<file path="src/rtl/dmem_ctrl_pkg.sv">
// dmem_ctrl_pkg
// Shared types and helpers for the data-memory access controller:
//   state_t       - controller FSM states
//   F3_*          - RV32I load/store width codes
//   f3_legal      - is a funct3 code legal for a load or a store
//   is_misaligned - half/word access not on its natural boundary
//   align_lo      - force-aligned low address bits for an access width
package dmem_ctrl_pkg;

    typedef enum logic [2:0] {
        IDLE = 3'd0,
        RD   = 3'd1,
        CAP  = 3'd2,
        WR   = 3'd3,
        ERR  = 3'd4,
        RESP = 3'd5
    } state_t;

    localparam logic [2:0] F3_B  = 3'b000;
    localparam logic [2:0] F3_H  = 3'b001;
    localparam logic [2:0] F3_W  = 3'b010;
    localparam logic [2:0] F3_BU = 3'b100;
    localparam logic [2:0] F3_HU = 3'b101;

    function automatic logic f3_legal(input logic we, input logic [2:0] f3);
        if (we)
            return (f3 == F3_B) || (f3 == F3_H) || (f3 == F3_W);
        else
            return (f3 == F3_B) || (f3 == F3_H) || (f3 == F3_W) ||
                   (f3 == F3_BU) || (f3 == F3_HU);
    endfunction

    function automatic logic is_misaligned(input logic [2:0] f3, input logic [1:0] lo);
        if ((f3 == F3_H) || (f3 == F3_HU))
            return lo[0];
        else if (f3 == F3_W)
            return (lo != 2'b00);
        else
            return 1'b0;
    endfunction

    function automatic logic [1:0] align_lo(input logic [2:0] f3, input logic [1:0] lo);
        if ((f3 == F3_H) || (f3 == F3_HU))
            return {lo[1], 1'b0};
        else if (f3 == F3_W)
            return 2'b00;
        else
            return lo;
    endfunction

endpackage

</file>
<file path="src/rtl/dmem_lane_unit.sv">
// dmem_lane_unit
// Combinational byte-lane steering for a little-endian 32-bit memory word.
// Ports:
//   addr_lo     in  2   byte offset within the word (already aligned for halves)
//   funct3      in  3   RV32I width/sign code
//   mem_word    in  32  word read from memory
//   store_data  in  16  right-aligned store data (byte in [7:0], half in [15:0])
//   load_val    out 32  selected lane, sign- or zero-extended
//   merged_word out 32  mem_word with the store lane(s) replaced
module dmem_lane_unit
    import dmem_ctrl_pkg::*;
(
    input  logic [1:0]  addr_lo,
    input  logic [2:0]  funct3,
    input  logic [31:0] mem_word,
    input  logic [15:0] store_data,
    output logic [31:0] load_val,
    output logic [31:0] merged_word
);

    logic [7:0]  byte_sel;
    logic [15:0] half_sel;
    logic [4:0]  bit_base;

    always_comb begin
        bit_base = {addr_lo, 3'b000};
        byte_sel = mem_word[bit_base +: 8];
        // Halves live in lane 0 or lane 2; addr_lo[0] is ignored here.
        half_sel = addr_lo[1] ? mem_word[31:16] : mem_word[15:0];

        case (funct3)
            F3_B:    load_val = {{24{byte_sel[7]}}, byte_sel};
            F3_BU:   load_val = {24'h0, byte_sel};
            F3_H:    load_val = {{16{half_sel[15]}}, half_sel};
            F3_HU:   load_val = {16'h0, half_sel};
            default: load_val = mem_word;
        endcase

        merged_word = mem_word;
        case (funct3)
            F3_B: merged_word[bit_base +: 8] = store_data[7:0];
            F3_H: begin
                if (addr_lo[1])
                    merged_word[31:16] = store_data;
                else
                    merged_word[15:0] = store_data;
            end
            default: merged_word = mem_word;
        endcase
    end

endmodule

</file>
<file path="src/rtl/dmem_access_ctrl.sv">
// dmem_access_ctrl
// Sequences one RV32I load/store at a time onto a word-only data memory with
// one cycle of read latency. Byte/half stores use read-modify-write.
// Optional build macro: DMEM_MISALIGN_TRAP_EN - misaligned half/word accesses
// are rejected with resp_err instead of being force-aligned.
// Ports:
//   clk, rst_n                      clock, async active-low reset
//   req_valid/ready/we/funct3/addr/wdata   request handshake and payload
//   resp_valid/rdata/err            one-cycle completion pulse and result
//   mem_addr/read/write/wdata       word memory command (all registered)
//   mem_rdata                       memory read data, valid the cycle after mem_read
//
// state | meaning
// IDLE  | ready for a request; latches it on req_valid
// RD    | mem_read asserted for the target word
// CAP   | mem_rdata valid; extract load value or merge store lanes
// WR    | mem_write asserted with the full word
// ERR   | rejected request, no memory cycle
// RESP  | resp_valid pulse
module dmem_access_ctrl
    import dmem_ctrl_pkg::*;
#(
    parameter int ADDR_W = 32
) (
    input  logic              clk,
    input  logic              rst_n,
    input  logic              req_valid,
    output logic              req_ready,
    input  logic              req_we,
    input  logic [2:0]        req_funct3,
    input  logic [ADDR_W-1:0] req_addr,
    input  logic [31:0]       req_wdata,
    output logic              resp_valid,
    output logic [31:0]       resp_rdata,
    output logic              resp_err,
    output logic [ADDR_W-1:0] mem_addr,
    output logic              mem_read,
    output logic              mem_write,
    output logic [31:0]       mem_wdata,
    input  logic [31:0]       mem_rdata
);

    state_t      state;
    logic [1:0]  addr_lo_q;
    logic [2:0]  f3_q;
    logic        we_q;
    logic [15:0] wdata_q;
    logic [31:0] load_val;
    logic [31:0] merged_word;
    logic        trap;
    logic [1:0]  acc_lo;

    assign acc_lo = align_lo(req_funct3, req_addr[1:0]);

`ifdef DMEM_MISALIGN_TRAP_EN
    assign trap = is_misaligned(req_funct3, req_addr[1:0]);
`else
    assign trap = 1'b0;
`endif

    // Lane unit works on the live memory data during CAP.
    dmem_lane_unit u_lane (
        .addr_lo     (addr_lo_q),
        .funct3      (f3_q),
        .mem_word    (mem_rdata),
        .store_data  (wdata_q),
        .load_val    (load_val),
        .merged_word (merged_word)
    );

    always_ff @(posedge clk or negedge rst_n) begin
        if (!rst_n) begin
            state      <= IDLE;
            addr_lo_q  <= 2'b00;
            f3_q       <= 3'b000;
            we_q       <= 1'b0;
            wdata_q    <= 16'h0;
            req_ready  <= 1'b1;
            resp_valid <= 1'b0;
            resp_rdata <= 32'h0;
            resp_err   <= 1'b0;
            mem_read   <= 1'b0;
            mem_write  <= 1'b0;
            mem_addr   <= '0;
            mem_wdata  <= 32'h0;
        end else begin
            resp_valid <= 1'b0;
            mem_read   <= 1'b0;
            mem_write  <= 1'b0;
            case (state)
                IDLE: begin
                    if (req_valid) begin
                        addr_lo_q  <= acc_lo;
                        f3_q       <= req_funct3;
                        we_q       <= req_we;
                        wdata_q    <= req_wdata[15:0];
                        req_ready  <= 1'b0;
                        resp_err   <= 1'b0;
                        resp_rdata <= 32'h0;
                        mem_addr   <= {req_addr[ADDR_W-1:2], 2'b00};
                        if (!f3_legal(req_we, req_funct3) || trap) begin
                            state <= ERR;
                        end else if (req_we && (req_funct3 == F3_W)) begin
                            mem_write <= 1'b1;
                            mem_wdata <= req_wdata;
                            state     <= WR;
                        end else begin
                            mem_read <= 1'b1;
                            state    <= RD;
                        end
                    end
                end
                RD: state <= CAP;
                CAP: begin
                    if (we_q) begin
                        mem_wdata <= merged_word;
                        mem_write <= 1'b1;
                        state     <= WR;
                    end else begin
                        resp_rdata <= load_val;
                        resp_valid <= 1'b1;
                        state      <= RESP;
                    end
                end
                WR: begin
                    resp_valid <= 1'b1;
                    state      <= RESP;
                end
                ERR: begin
                    resp_err   <= 1'b1;
                    resp_valid <= 1'b1;
                    state      <= RESP;
                end
                RESP: begin
                    req_ready <= 1'b1;
                    state     <= IDLE;
                end
                default: begin
                    req_ready <= 1'b1;
                    state     <= IDLE;
                end
            endcase
        end
    end

endmodule

</file>
<file path="config.mk">
export PLATFORM = sky130hd
export DESIGN_NAME = dmem_access_ctrl
export DESIGN_NICKNAME = d
export VERILOG_FILES = /design/src/rtl/dmem_ctrl_pkg.sv /design/src/rtl/dmem_lane_unit.sv /design/src/rtl/dmem_access_ctrl.sv
export SDC_FILE = /design/constraint.sdc
export NUM_CORES = 1
export LEC_CHECK = 0
export CAP_MARGIN = 10
export CORE_MARGIN = 1.5
export CORE_UTILIZATION = 44
export DETAILED_ROUTE_END_ITERATION = 8
export GPL_ROUTABILITY_DRIVEN = 1
export PLACE_DENSITY = 0.88
export SETUP_SLACK_MARGIN = 0.2
export SLEW_MARGIN = 20
export SYNTH_ARGS = -nofsm -noshare
export SYNTH_HDL_FRONTEND = slang
export SYNTH_HIERARCHICAL = 1
export SYNTH_SLANG_ARGS = --single-unit
</file>
<file path="constraint.sdc">
create_clock -name clk -period 4.3 [get_ports clk]
set_input_delay 0.86 -clock clk [delete_from_list [all_inputs] [get_ports clk]]
set_output_delay 0.86 -clock clk [all_outputs]
set_load 0.02 [all_outputs]
</file>
==> Yosys cells after proc, flatten, opt, wreduce, memory -nomap -nowiden <==
Cells that the tools add are included.
W data, S select, Z words.
{ "word_totals": {"regBits": 124, "wordCells": 90, "output_inout_bits": 101, "input_bits": 103} }
{ "op_classes": {"shifts": 3, "n_eq_ne": 16, "bitwise": 1, "add_sub_neg": 1, "mux": 38, "reduce_logical": 18} }
{ "op_table": {"columns": ["cell", "count"], "rows": [
  ["$mux W32", 6],
  ["$pmux W32 S2", 3],
  ["$pmux W32 S4", 1],
  ["$mux W16", 3],
  ["$bwmux W32", 1],
  ["$shift A8 B7 Y32 const A", 1],
  ["$shiftx A32 B6 Y8", 1],
  ["$shiftx A8 B7 Y32", 1],
  ["$eq A3 B3 Y1 const B", 5],
  ["$mux W1", 13],
  ["$pmux W3 S4", 1],
  ["$ne A2 B2 Y1 const B", 5],
  ["$eq A3 B1 Y1 const B", 3],
  ["$eq A3 B2 Y1 const B", 3],
  ["$logic_not A3 Y1", 3],
  ["$mux W3", 3],
  ["$pmux W1 S2", 4],
  ["$neg A5 Y7", 1],
  ["$mux W2", 3],
  ["$reduce_and A2 Y1", 3],
  ["$logic_or A1 B1 Y1", 5],
  ["$reduce_and A5 Y1", 1],
  ["$reduce_bool A2 Y1", 2],
  ["$reduce_or A4 Y1", 1],
  ["other kinds (4)", 4]
]} }

==> Longest topological paths before layout <==
{ "depth": {"word_depth": 11, "depth_mapped": 9} }

==> By module <==
Netlist, hierarchy kept.
{ "modules_own_cells": {"columns": ["module", "cells_each", "instances", "area_per_inst_um2"], "rows": [
  ["dmem_access_ctrl", 504, 1, 5225.0],
  ["dmem_lane_unit", 175, 1, 1181.1]
]} }

==> Worst setup path before layout <==
OpenSTA, ideal clock, no wires.
{ "synth_timing": {"path_type": "register to register", "startpoint": "register addr_lo_q[1]", "endpoint": "register mem_wdata[2]", "required_ps": 4173, "arrival_ps": 2067, "stages_incl_launch_ff": 9, "slack_ps": 2105, "path_buffers": 1, "cell_sequence": "dfrtp_1 -> buf_2 -> inv_1 -> ha_1 -> inv_1 -> a41o_1 -> a22o_1 -> mux2_2 -> mux2_1"} }
{ "synth_via": {"elab_chain_len": 6} }
{ "synth_lines": {"columns": ["element", "line", "rtl"], "rows": [
  ["start: declaration", "dmem_access_ctrl.sv:44", "logic [1:0] addr_lo_q;"],
  ["start signal: assignment", "dmem_access_ctrl.sv:93", "addr_lo_q <= acc_lo;"],
  ["$neg A5 Y7", "dmem_lane_unit.sv:41", "F3_B: merged_word[bit_base +: 8] = store_data[7:0];"],
  ["$shiftx A8 B7 Y32 or $shift A8 B7 Y32 (tied branches)", "dmem_lane_unit.sv:41", null],
  ["$bwmux W32", "dmem_lane_unit.sv:41", null],
  ["$pmux W32 S2 (*)", "dmem_lane_unit.sv:40", "case (funct3)"],
  ["net merged_word[2]", "dmem_access_ctrl.sv:49", "logic [31:0] merged_word;"],
  ["$mux W32 (*)", "dmem_access_ctrl.sv:115", "if (we_q) begin"],
  ["$pmux W32 S2 (*)", "dmem_access_ctrl.sv:90", "case (state)"],
  ["end signal: assignment", "dmem_access_ctrl.sv:105", "mem_wdata <= req_wdata;"],
  ["end signal: assignment", "dmem_access_ctrl.sv:116", "mem_wdata <= merged_word;"],
  ["end: declaration", "dmem_access_ctrl.sv:39", "output logic [31:0] mem_wdata,"]
]} }
The timed path passes the listed nets; every way through them passes the cells marked *. The select of a mux whose other input is x is not followed.
A chain may end at the register's enable or synchronous reset.

==> Worst setup path in the final report <==
{ "layout_timing": {"startpoint": "register f3_q[1]", "endpoint": "register mem_wdata[6]"} }
{ "layout_via": {"elab_chain_len": 4} }
{ "layout_lines": {"columns": ["element", "line", "rtl"], "rows": [
  ["start: declaration", "dmem_access_ctrl.sv:45", "logic [2:0] f3_q;"],
  ["start signal: assignment", "dmem_access_ctrl.sv:94", "f3_q <= req_funct3;"],
  ["$eq A3 B1 Y1 or $logic_not A3 Y1 (tied branches)", "dmem_lane_unit.sv:40", null],
  ["$pmux W32 S2 (*)", "dmem_lane_unit.sv:40", null],
  ["net merged_word[6]", "dmem_access_ctrl.sv:49", null],
  ["$mux W32 (*)", "dmem_access_ctrl.sv:115", null],
  ["$pmux W32 S2 (*)", "dmem_access_ctrl.sv:90", null]
]} }
Marks and branches as above.

==> results.cfg <==
[routing]
wirelength_um = 19400
drt-vias-per-instance = 5.54
num_vias = 5862
wl_per_cell_um = 18.3
drtIter0Drc = 566
ant_nets = 0
drcViolationCount = 0
first_pass_iters = 5

[die]
die_area_um2 = 15300
std_cell_rows = 43
die_width_um = 124
num_io_pins = 204
fp.dieH_um = 124
core_area_um2 = 14000
initial_core_util = 0.456

[final_layout]
final_cell_area_um2 = 9090
final_cell_mix = nand2_1 (270), clkdlybuf4s50_1 (200), dfrtp_1 (123), mux2_2 (33), o21ai_1 (33)
nNetsFinal = 975
layout-drive-gt1-share = 0.0967
area_delta_synth_final_pct = 41.9
n_fill_cell = 1108
final_common_cell = nand2_1
insertedDiodeCount = 0

[run]
cap_violations = 0

[timing]
grt_setup_unrepaired = false
period_minus_slack_ns = 2.79
tightest_slew_ns = 0.981
setup_viol = 0
slew_violations = 0
fin_crit_sh = 0.649
maxSlewHeadroom = 0.346
fin_skew_ns = 0.00833
fmax_mhz = 358
hold_slack_ns = 0.471
hold_viol = 0
fin_tns_setup_ns = 0

[global_route]
grt-ovfl-total = 0
grt_max_degree = 87
grt_use_total = 0.261
antenna_found_initial = 0
grt_pass1_vias = 5853
grt_pass1_wl_um = 30100

[synthesis]
ys_seq_elements = 124
avgSynthCellArea_um2 = 9.43
ys_seq_area_frac = 0.485
synthArstFlopShare = 1.00
synth.distinct_cells = 44
synth_edf_count = 0
ys.flop_type = dfrtp_1
syn_area_um2 = 6410
synthCells = 679
ys_warn_count = 6

[clock_tree]
path_clk_slew_ns = 0.05
root_buffer = clkbuf_16
clock-sinks = 124
post_cts_buffers = 0
tritoncts = done
clk-insertion-delay-late_ns = 0.42
clk_path_buf_depth = 2
post_cts_resized = 0
ctsHoldBuffers = 0
cts_buffers = 17
h-tree-depth = 4

[placed_design]
place_congestion = 0.878
place_area_um2 = 8490
dpl.hpwl_um = 13500
io_buffers = 201

[critical_path]
crit_required_ns = 4.59
path_max_fanout = 35
critical_path_class = reg -> reg
start_kind = flip-flop
end_kind = flip-flop
crit_arrival_ns = 3.09

[power_and_ir_drop]
totalPowerFinal_mw = 6.65
leakagePower_nw = 4.19
vdd_drop_max_mv = 0.413
p_per_area_nw_per_um2 = 732

[worst_hold_path]
hold_path.class = reg -> reg

[run_status]
status = complete, no violations
## report_power, final
group	switching [mW]	internal, mW
logic	1.72	1.42
clock network	0.495	0.924
registers	0.414	1.68
total	2.63	4.02
## area by class of cell
class,instances,area [um2],area share
Timing Repair Buffer,209,2070,0.228
Clock buffer,25,505,0.0556
Multi-Input combinational cell,512,3080,0.339
Inverter,3,11.3,0.00124
Tap cell,180,225,0.0248
Sequential cell,124,3100,0.342
Clock inverter,6,83.8,0.00922
## sequential cells by signal (all words and copies together), names as in the netlist
register,flops
we_q,1
mem_write,1
req_ready,1
state,3
resp_rdata,32
f3_q,3
mem_addr,30
addr_lo_q,2
resp_err,1
wdata_q,16
resp_valid,1
mem_wdata,32
mem_read,1
## worst paths after layout
path / cells past startpoint / to / startpoint / slack [ns]
max: 7 / mem_wdata[6]$_DFFE_PN0P_ / f3_q[1]$_DFFE_PN0P_ / 1.51
min: 2 / mem_addr[29]$_DFFE_PN0P_ / mem_addr[29]$_DFFE_PN0P_ / 0.47
max reg2reg: 7 / mem_wdata[6]$_DFFE_PN0P_ / f3_q[1]$_DFFE_PN0P_ / 1.51
min reg2reg: 2 / mem_addr[29]$_DFFE_PN0P_ / mem_addr[29]$_DFFE_PN0P_ / 0.47
max in group asynchronous: 2 / mem_addr[28]$_DFFE_PN0P_ / rst_n / 2.93
min in group asynchronous: 1 / resp_rdata[20]$_DFFE_PN0P_ / rst_n / 0.49
## synth_stat cells (all sizes together), types with 2 or more instances
library cell,count,area share
nor2b,6,0.0059
and3,2,0.0020
clkbuf,17,0.010
nor2,16,0.0098
a21o,15,0.018
ha,5,0.0098
nor4b,2,0.0074
a31oi,2,0.0020
nor3b,2,0.0059
nand2b,4,0.0039
inv,3,0.0018
nor3,5,0.0063
a22o,32,0.044
nand2,270,0.16
o31ai,2,0.0023
buf,24,0.023
mux2i,7,0.011
a21oi,5,0.0057
a221o,8,0.013
dfrtp,123,0.48
mux2,65,0.11
a41o,2,0.0033
o211ai,9,0.011
o21ai,42,0.033
## metrics by stage
step / cells / util / worst slack (ns)
floorplan: 680 / - / 2.11
global placement: 1028 / 0.605 / 1.27
detailed placement: 1028 / 0.605 / 1.22
CTS: 1059 / 0.647 / 1.58
global route: 1059 / 0.647 / 1.43
finish: 1059 / 0.647 / 1.51
## worst max-delay path, cell delays in order (launching register included)
cell	delay, ns
dfrtp_1	0.32
buf_4	0.32
nand2b_1	0.53
nor3_2	0.22
a41o_1	0.38
a22o_1	0.30
mux2_2	0.29
mux2_1	0.30
## cell families after synthesis
group,share of synthesized area
AND/OR/NAND/NOR,0.208
flip-flops,0.485
AO/OA/AOI/OAI,0.134
multiplexers,0.129
buffers and inverters,0.0352
adder cells (fa/ha/maj),0.00977
other,0.000585
## metal layers
layer / routed length [um] / GRT usage / up-vias
met1: 7650 / 0.326 / 2771
li1: - / - / 2680
met3: 1900 / 0.0760 / 69
met2: 9030 / 0.417 / 342
met5: 0 / 0 / -
met4: 770 / 0.126 / 0
No activity file was read; power rests on OpenSTA's default activity.
